[config.mk]
export PLATFORM = sky130hd
export DESIGN_NAME = pipe_bist_master
export DESIGN_NICKNAME = d
export VERILOG_FILES = /design/src/rtl/pipe_bist_pkg.sv /design/src/rtl/pipe_bist_pattern.sv /design/src/rtl/pipe_bist_master.sv
export SDC_FILE = /design/constraint.sdc
export NUM_CORES = 1
export LEC_CHECK = 0
export CORE_MARGIN = 2
export CORE_UTILIZATION = 47
export DETAILED_ROUTE_END_ITERATION = 8
export PLACE_DENSITY = 0.73
export SYNTH_ARGS = -nofsm -noshare
export SYNTH_HDL_FRONTEND = slang
export SYNTH_SLANG_ARGS = --single-unit
[constraint.sdc]
create_clock -name ti_clk -period 5.39 [get_ports ti_clk]
set_clock_uncertainty 0.15 [all_clocks]
set_input_delay 1.078 -clock ti_clk [delete_from_list [all_inputs] [get_ports ti_clk]]
set_output_delay 1.078 -clock ti_clk [all_outputs]
set_load 0.005 [all_outputs]
[src/rtl/pipe_bist_pkg.sv]
// Shared definitions for the pipe BIST master: controller state encoding and
// Galois LFSR tap masks used when PIPE_BIST_LFSR_EN is defined.
package pipe_bist_pkg;

  typedef enum logic [2:0] {
    IDLE  = 3'd0,
    WRITE = 3'd1,
    GAP   = 3'd2,
    READ  = 3'd3,
    DRAIN = 3'd4,
    DONE  = 3'd5
  } state_t;

  // Right-shifting Galois tap masks: bit k-1 set for each x^k term.
  localparam logic [63:0] LFSR_TAPS_8  = 64'h0000_0000_0000_00B8; // x^8+x^6+x^5+x^4+1
  localparam logic [63:0] LFSR_TAPS_16 = 64'h0000_0000_0000_B400; // x^16+x^14+x^13+x^11+1
  localparam logic [63:0] LFSR_TAPS_32 = 64'h0000_0000_8020_0003; // x^32+x^22+x^2+x+1

  // Tap mask for a given word width; widths without a listed polynomial
  // return zero and must not be used with the LFSR pattern.
  function automatic logic [63:0] lfsr_taps(input int width);
    case (width)
      8:       return LFSR_TAPS_8;
      16:      return LFSR_TAPS_16;
      32:      return LFSR_TAPS_32;
      default: return 64'd0;
    endcase
  endfunction

endpackage

[src/rtl/pipe_bist_pattern.sv]
// Pattern generator for the pipe BIST: load captures the first word, step
// advances to the next one. Incrementing counter by default; a maximal-length
// Galois LFSR when PIPE_BIST_LFSR_EN is defined.
module pipe_bist_pattern #(
  parameter int WIDTH = 16
) (
  input  logic             clk,
  input  logic             rst_n,
  input  logic             load,
  input  logic             step,
  input  logic [WIDTH-1:0] seed,
  output logic [WIDTH-1:0] value
);

  logic [WIDTH-1:0] load_val;
  logic [WIDTH-1:0] next_val;

`ifdef PIPE_BIST_LFSR_EN
  import pipe_bist_pkg::*;

  localparam logic [WIDTH-1:0] TAPS = WIDTH'(lfsr_taps(WIDTH));

  // An all-zero state would lock the LFSR, so a zero seed starts at 1.
  assign load_val = (seed == '0) ? WIDTH'(1) : seed;
  assign next_val = value[0] ? ((value >> 1) ^ TAPS) : (value >> 1);
`else
  assign load_val = seed;
  assign next_val = value + WIDTH'(1);
`endif

  // Pattern register: load has priority over step.
  always_ff @(posedge clk) begin
    if (!rst_n) begin
      value <= '0;
    end else if (load) begin
      value <= load_val;
    end else if (step) begin
      value <= next_val;
    end
  end

endmodule

[src/rtl/pipe_bist_master.sv]
// Pipe BIST master: writes N pattern words into a pipe memory, waits
// GAP_CYCLES idle cycles, reads N words back and counts mismatches.
// Optional build macro PIPE_BIST_LFSR_EN selects an LFSR pattern instead of
// the default seed+i sequence.
module pipe_bist_master
  import pipe_bist_pkg::*;
#(
  parameter int MEM_ADDR_WIDTH = 4,
  parameter int MEM_DATA_WIDTH = 16,
  parameter int GAP_CYCLES     = 5
) (
  input  logic                      ti_clk,
  input  logic                      ti_rst_n,
  input  logic                      start,
  input  logic [MEM_ADDR_WIDTH:0]   burst_len,
  input  logic [MEM_DATA_WIDTH-1:0] seed,
  output logic                      ti_data_in_en,
  output logic [MEM_DATA_WIDTH-1:0] ti_data_in,
  output logic                      ti_data_out_en,
  input  logic [MEM_DATA_WIDTH-1:0] ti_data_out,
  output logic                      busy,
  output logic                      done,
  output logic                      pass,
  output logic [MEM_ADDR_WIDTH:0]   err_count,
  output logic [MEM_ADDR_WIDTH-1:0] first_err_idx
);

  localparam int              CW       = MEM_ADDR_WIDTH + 1;
  localparam logic [CW-1:0]   DEPTH    = CW'(2 ** MEM_ADDR_WIDTH);
  localparam logic [7:0]      GAP_LAST = 8'(GAP_CYCLES - 1);

  state_t                      state_q, state_d;
  logic [CW-1:0]               n_q;
  logic [CW-1:0]               n_eff;
  logic [CW-1:0]               idx_q;
  logic [7:0]                  gap_q;
  logic                        rd_valid_q;
  logic [MEM_ADDR_WIDTH-1:0]   cmp_idx_q;
  logic [CW-1:0]               err_q;
  logic [MEM_ADDR_WIDTH-1:0]   first_err_q;
  logic                        start_ok;
  logic                        idx_last;
  logic                        gap_last;
  logic                        wr_en;
  logic                        rd_en;
  logic [MEM_DATA_WIDTH-1:0]   wr_pattern;
  logic [MEM_DATA_WIDTH-1:0]   exp_pattern;

  assign start_ok = start && ((state_q == IDLE) || (state_q == DONE));
  assign n_eff    = ((burst_len == '0) || (burst_len > DEPTH)) ? DEPTH : burst_len;
  assign idx_last = (idx_q == (n_q - CW'(1)));
  assign gap_last = (gap_q == GAP_LAST);

  // State register.
  // NOTE: sequential blocks use non-blocking (<=) so every register samples
  // pre-edge values regardless of block evaluation order.
  always_ff @(posedge ti_clk) begin
    if (!ti_rst_n) begin
      state_q <= IDLE;
    end else begin
      state_q <= state_d;
    end
  end

  // Next-state and strobe/status decode.
  // NOTE: every output of this block gets a default first so no path leaves
  // a variable unassigned and infers a latch.
  always_comb begin
    state_d = state_q;
    wr_en   = 1'b0;
    rd_en   = 1'b0;
    busy    = 1'b1;
    done    = 1'b0;
    pass    = 1'b0;
    case (state_q)
      IDLE: begin
        busy = 1'b0;
        if (start) state_d = WRITE;
      end
      WRITE: begin
        wr_en = 1'b1;
        if (idx_last) state_d = GAP;
      end
      GAP: begin
        if (gap_last) state_d = READ;
      end
      READ: begin
        rd_en = 1'b1;
        if (idx_last) state_d = DRAIN;
      end
      DRAIN: begin
        state_d = DONE;
      end
      DONE: begin
        busy = 1'b0;
        done = 1'b1;
        pass = (err_q == '0);
        if (start) state_d = WRITE;
      end
      default: begin
        state_d = IDLE;
      end
    endcase
  end

  // Capture the effective burst length when a test is accepted.
  always_ff @(posedge ti_clk) begin
    if (!ti_rst_n) begin
      n_q <= '0;
    end else if (start_ok) begin
      n_q <= n_eff;
    end
  end

  // Word index for the write and read bursts, gap timer, read-valid delay.
  always_ff @(posedge ti_clk) begin
    if (!ti_rst_n) begin
      idx_q      <= '0;
      gap_q      <= '0;
      rd_valid_q <= 1'b0;
    end else begin
      rd_valid_q <= rd_en;
      gap_q      <= (state_q == GAP) ? gap_q + 8'd1 : 8'd0;
      if (start_ok) begin
        idx_q <= '0;
      end else if (wr_en || rd_en) begin
        idx_q <= idx_last ? '0 : idx_q + CW'(1);
      end
    end
  end

  // Compare returning data one cycle after each read strobe.
  always_ff @(posedge ti_clk) begin
    if (!ti_rst_n) begin
      cmp_idx_q   <= '0;
      err_q       <= '0;
      first_err_q <= '0;
    end else if (start_ok) begin
      cmp_idx_q   <= '0;
      err_q       <= '0;
      first_err_q <= '0;
    end else if (rd_valid_q) begin
      cmp_idx_q <= cmp_idx_q + MEM_ADDR_WIDTH'(1);
      if (ti_data_out != exp_pattern) begin
        err_q <= err_q + CW'(1);
        if (err_q == '0) first_err_q <= cmp_idx_q;
      end
    end
  end

  pipe_bist_pattern #(.WIDTH(MEM_DATA_WIDTH)) u_wr_pattern (
    .clk   (ti_clk),
    .rst_n (ti_rst_n),
    .load  (start_ok),
    .step  (wr_en),
    .seed  (seed),
    .value (wr_pattern)
  );

  pipe_bist_pattern #(.WIDTH(MEM_DATA_WIDTH)) u_exp_pattern (
    .clk   (ti_clk),
    .rst_n (ti_rst_n),
    .load  (start_ok),
    .step  (rd_valid_q),
    .seed  (seed),
    .value (exp_pattern)
  );

  assign ti_data_in_en  = wr_en;
  assign ti_data_in     = wr_en ? wr_pattern : '0;
  assign ti_data_out_en = rd_en;
  assign err_count      = err_q;
  assign first_err_idx  = first_err_q;

endmodule

==> impl_metrics.py <==
metrics = {
    "run_status": {
        "outcome": "finished, final reports clean",
    },
    "clock_tree": {
        "clk_pin_slew_worst_paths_ps": 80,
        "clk-insertion-delay-late_ps": 350,
        "cts_tree": "built",
        "hold_buffers": 0,
        "root_buffer": "clkbuf_8",
        "htree_levels": 3,
        "post_cts_buffers": 0,
        "cts_buffer_depth": 2,
        "cts.repair.resized": 0,
        "cts_made_buffers": 9,
        "cts_sinks": 67,
    },
    "timing": {
        "drv_slew": 0,
        "setup_tns_ps": 0,
        "min_period_ps": 3770,
        "worst_slack_ps": 1620,
        "setup_violations": 0,
        "tightest_slew_ps": 994,
        "fin_crit_sh": 0.700,
        "hold_viol": 0,
        "max_freq_ghz": 0.265,
        "slew_headroom": 0.336,
        "rsz0062_at_grt": "no",
    },
    "power": {
        "peakVddDrop_uv": 152,
        "p_comb_frac": 0.130,
        "clkPwrFrac": 0.381,
        "seqPwrFrac": 0.489,
        "swShare": 0.268,
        "p_per_area_nw_per_um2": 250,
        "power_switching_uw": 301,
        "intPower_uw": 824,
        "p_leak_uw": 0.00153,
    },
    "die": {
        "start_util": 0.489,
        "die_w_um": 91.1,
        "die_y_um": 91.1,
        "rows": 31,
        "ioPinCount": 70,
        "dieArea_um2": 8300,
        "core_um2": 7290,
    },
    "synthesis": {
        "yosysWarningCount": 0,
        "syn_inst": 413,
        "synth-edff-count": 0,
        "synth.net_count": 463,
        "synth.cell_area_um2": 3560,
        "postSynthAreaPerCell_um2": 8.63,
        "ys_async_sr_fraction": 0,
        "ys_ff_latch": 67,
        "ys_types": 52,
        "synthFlopType": "dfxtp_1",
        "synth-seq-area-share": 0.376,
    },
    "placement": {
        "place.port_buffers": 69,
        "hpwl_um": 6520,
        "gp_congestion": 0.909,
        "pre_cts_slack_ps": 1850,
    },
    "routing": {
        "totalWireLength_um": 8790,
        "wl_per_cell_um": 15.2,
        "drt-initial-drc-count": 140,
        "postRouteAntennaNets": 0,
        "drc": 0,
        "via_count": 3161,
        "firstDrtPassIters": 5,
        "viasPerCell": 5.46,
    },
    "cells_and_area": {
        "syn_to_final_growth_pct": 26.2,
        "nets": 525,
        "fill_cells": 665,
        "layout-drive-gt1-share": 0.0604,
        "antenna_cells": 0,
    },
    "run": {
        "max_cap_viol_count": 0,
    },
    "global_routing": {
        "grt_max_degree": 30,
        "grt_overflow": 0,
        "grt_pass1_vias": 3049,
        "antenna_found_initial": 0,
        "grt.total_usage": 0.220,
        "grt_pass1_wl_um": 14500,
    },
    "worst_setup_path": {
        "critPathLaunchType": "register",
        "crit_type": "register to output port",
        "cp-end-kind": "output port",
        "worstPathMaxFanout": 9,
        "required_ps": 4160,
        "cp.arrival_ps": 2540,
    },
    "worst_hold_path": {
        "hold_path_class": "register to register",
    },
}
==> cells in the final DEF, fill, tap and decap left out, types with 3 or more instances in the layout <==
| cell type | synthesis | final |
|---|---|---|
| mux2i_1 | 4 | 4 |
| o21ai_0 | 20 | 20 |
| xor2_1 | 21 | 21 |
| a21oi_1 | 36 | 36 |
| and3_1 | 5 | 5 |
| nor3_1 | 9 | 9 |
| and4_1 | 4 | 4 |
| nand4_1 | 15 | 15 |
| clkdlybuf4s50_1 | 0 | 69 |
| o211ai_1 | 4 | 4 |
| nand3b_1 | 5 | 5 |
| inv_1 | 16 | 16 |
| nand3_1 | 23 | 23 |
| o31ai_1 | 4 | 4 |
| dfxtp_1 | 67 | 67 |
| and2_1 | 15 | 15 |
| nand2_1 | 29 | 29 |
| or3_1 | 3 | 3 |
| a21boi_0 | 4 | 4 |
| xnor2_1 | 41 | 41 |
| ha_1 | 10 | 10 |
| nor2_1 | 28 | 28 |
| clkbuf_8 | 0 | 10 |
==> synthesized netlist by cell type (2+ instances only) <==
| library cell | n | area [um2] |
|---|---|---|
| a21boi_0 | 4 | 30.0 |
| a21oi_1 | 36 | 180 |
| a31oi_1 | 2 | 12.5 |
| and2_1 | 15 | 93.8 |
| and3_1 | 5 | 31.3 |
| and4_1 | 4 | 35.0 |
| buf_2 | 4 | 20.0 |
| buf_6 | 2 | 22.5 |
| clkbuf_1 | 11 | 41.3 |
| dfxtp_1 | 67 | 1340 |
| ha_1 | 10 | 125 |
| inv_1 | 16 | 60.1 |
| mux2i_1 | 4 | 40.0 |
| nand2_1 | 29 | 109 |
| nand3_1 | 23 | 115 |
| nand3b_1 | 5 | 37.5 |
| nand4_1 | 15 | 93.8 |
| nand4_2 | 2 | 25.0 |
| nor2_1 | 28 | 105 |
| nor3_1 | 9 | 45.0 |
| nor4_1 | 2 | 12.5 |
| o211a_1 | 2 | 20.0 |
| o211ai_1 | 4 | 30.0 |
| o21ai_0 | 20 | 100 |
| o21ai_1 | 2 | 10.0 |
| o31ai_1 | 4 | 30.0 |
| or3_1 | 3 | 18.8 |
| xnor2_1 | 41 | 359 |
| xor2_1 | 21 | 184 |
==> routing by layer <==
layer | GRT usage | vias to the layer above | share of wire
met5 | 0 | - | 0
met4 | 0.0884 | 0 | 0.021
met3 | 0.0631 | 13 | 0.057
met2 | 0.375 | 103 | 0.50
met1 | 0.260 | 1467 | 0.42
li1 | - | 1578 | -
==> kinds of logic (layout without fill, tap and decap cells) <==
family	after synthesis	in the layout	share of synthesized area
AOI/OAI and AO/OA	83	83	0.148
xor gates and xnor gates	62	62	0.152
adders and majority gates	10	10	0.0351
buffers and inverters	35	102	0.0435
DFF	67	67	0.376
muxes	4	4	0.0112
and+or+nand+nor	152	152	0.234
==> state kept, by name (all words and copies together), names as in the netlist <==
signal,count
state_q,3
rd_valid_q,1
n_q,5
idx_q,5
err_count,5
gap_q,8
first_err_idx,4
u_exp_pattern.value,16
u_wr_pattern.value,16
cmp_idx_q,4
==> per-stage QoR <==
stage | instance area, um2 | utilization | hold WS [ps] | power, uW | cells
after detailed placement | 4300 | 0.589 | 316 | 707 | 563
after global routing | 4500 | 0.617 | 356 | 1170 | 579
after floorplan | 3560 | - | 297 | 639 | 413
after global placement | 4300 | 0.589 | 312 | 703 | 563
final | 4500 | 0.617 | 324 | 1120 | 579
after CTS | 4500 | 0.617 | 330 | 1130 | 579
==> power groups by stage <==
stage               Combinational [uW]  Clock (uW)  Sequential, uW
global route                       162         458             554
floorplan                         89.1           0             549
CTS                                148         435             549
global placement                   143           0             560
finish                             147         428             550
detailed placement                 146           0             561
==> final timing paths <==
path                startpoint                      end  slack, ps  cells after the start
setup / recovery  err_count[0]                     pass       1620                      5
hold / removal    cmp_idx_q[3]         first_err_idx[3]        320                      2
setup reg to reg    state_q[2]  u_exp_pattern.value[15]       2670                      5
hold reg to reg   cmp_idx_q[3]         first_err_idx[3]        320                      2
==> area by class of cell <==
cell class,instances,area (um2),area share
well taps,99,124,0.0275
multi-input cells,311,2070,0.461
clock inverters,6,63.8,0.0142
inverters,16,60.1,0.0134
repair buffers,70,698,0.155
flip-flops and latches,67,1340,0.298
clock buffers,10,138,0.0306
==> critical path: stages (launching register included) <==
cell and delay (ps):
dfxtp_1 340, inv_1 90, ha_1 140, or4b_2 740
nor4_1 300, clkdlybuf4s50_1 580
(Power assumes the default switching activity.)
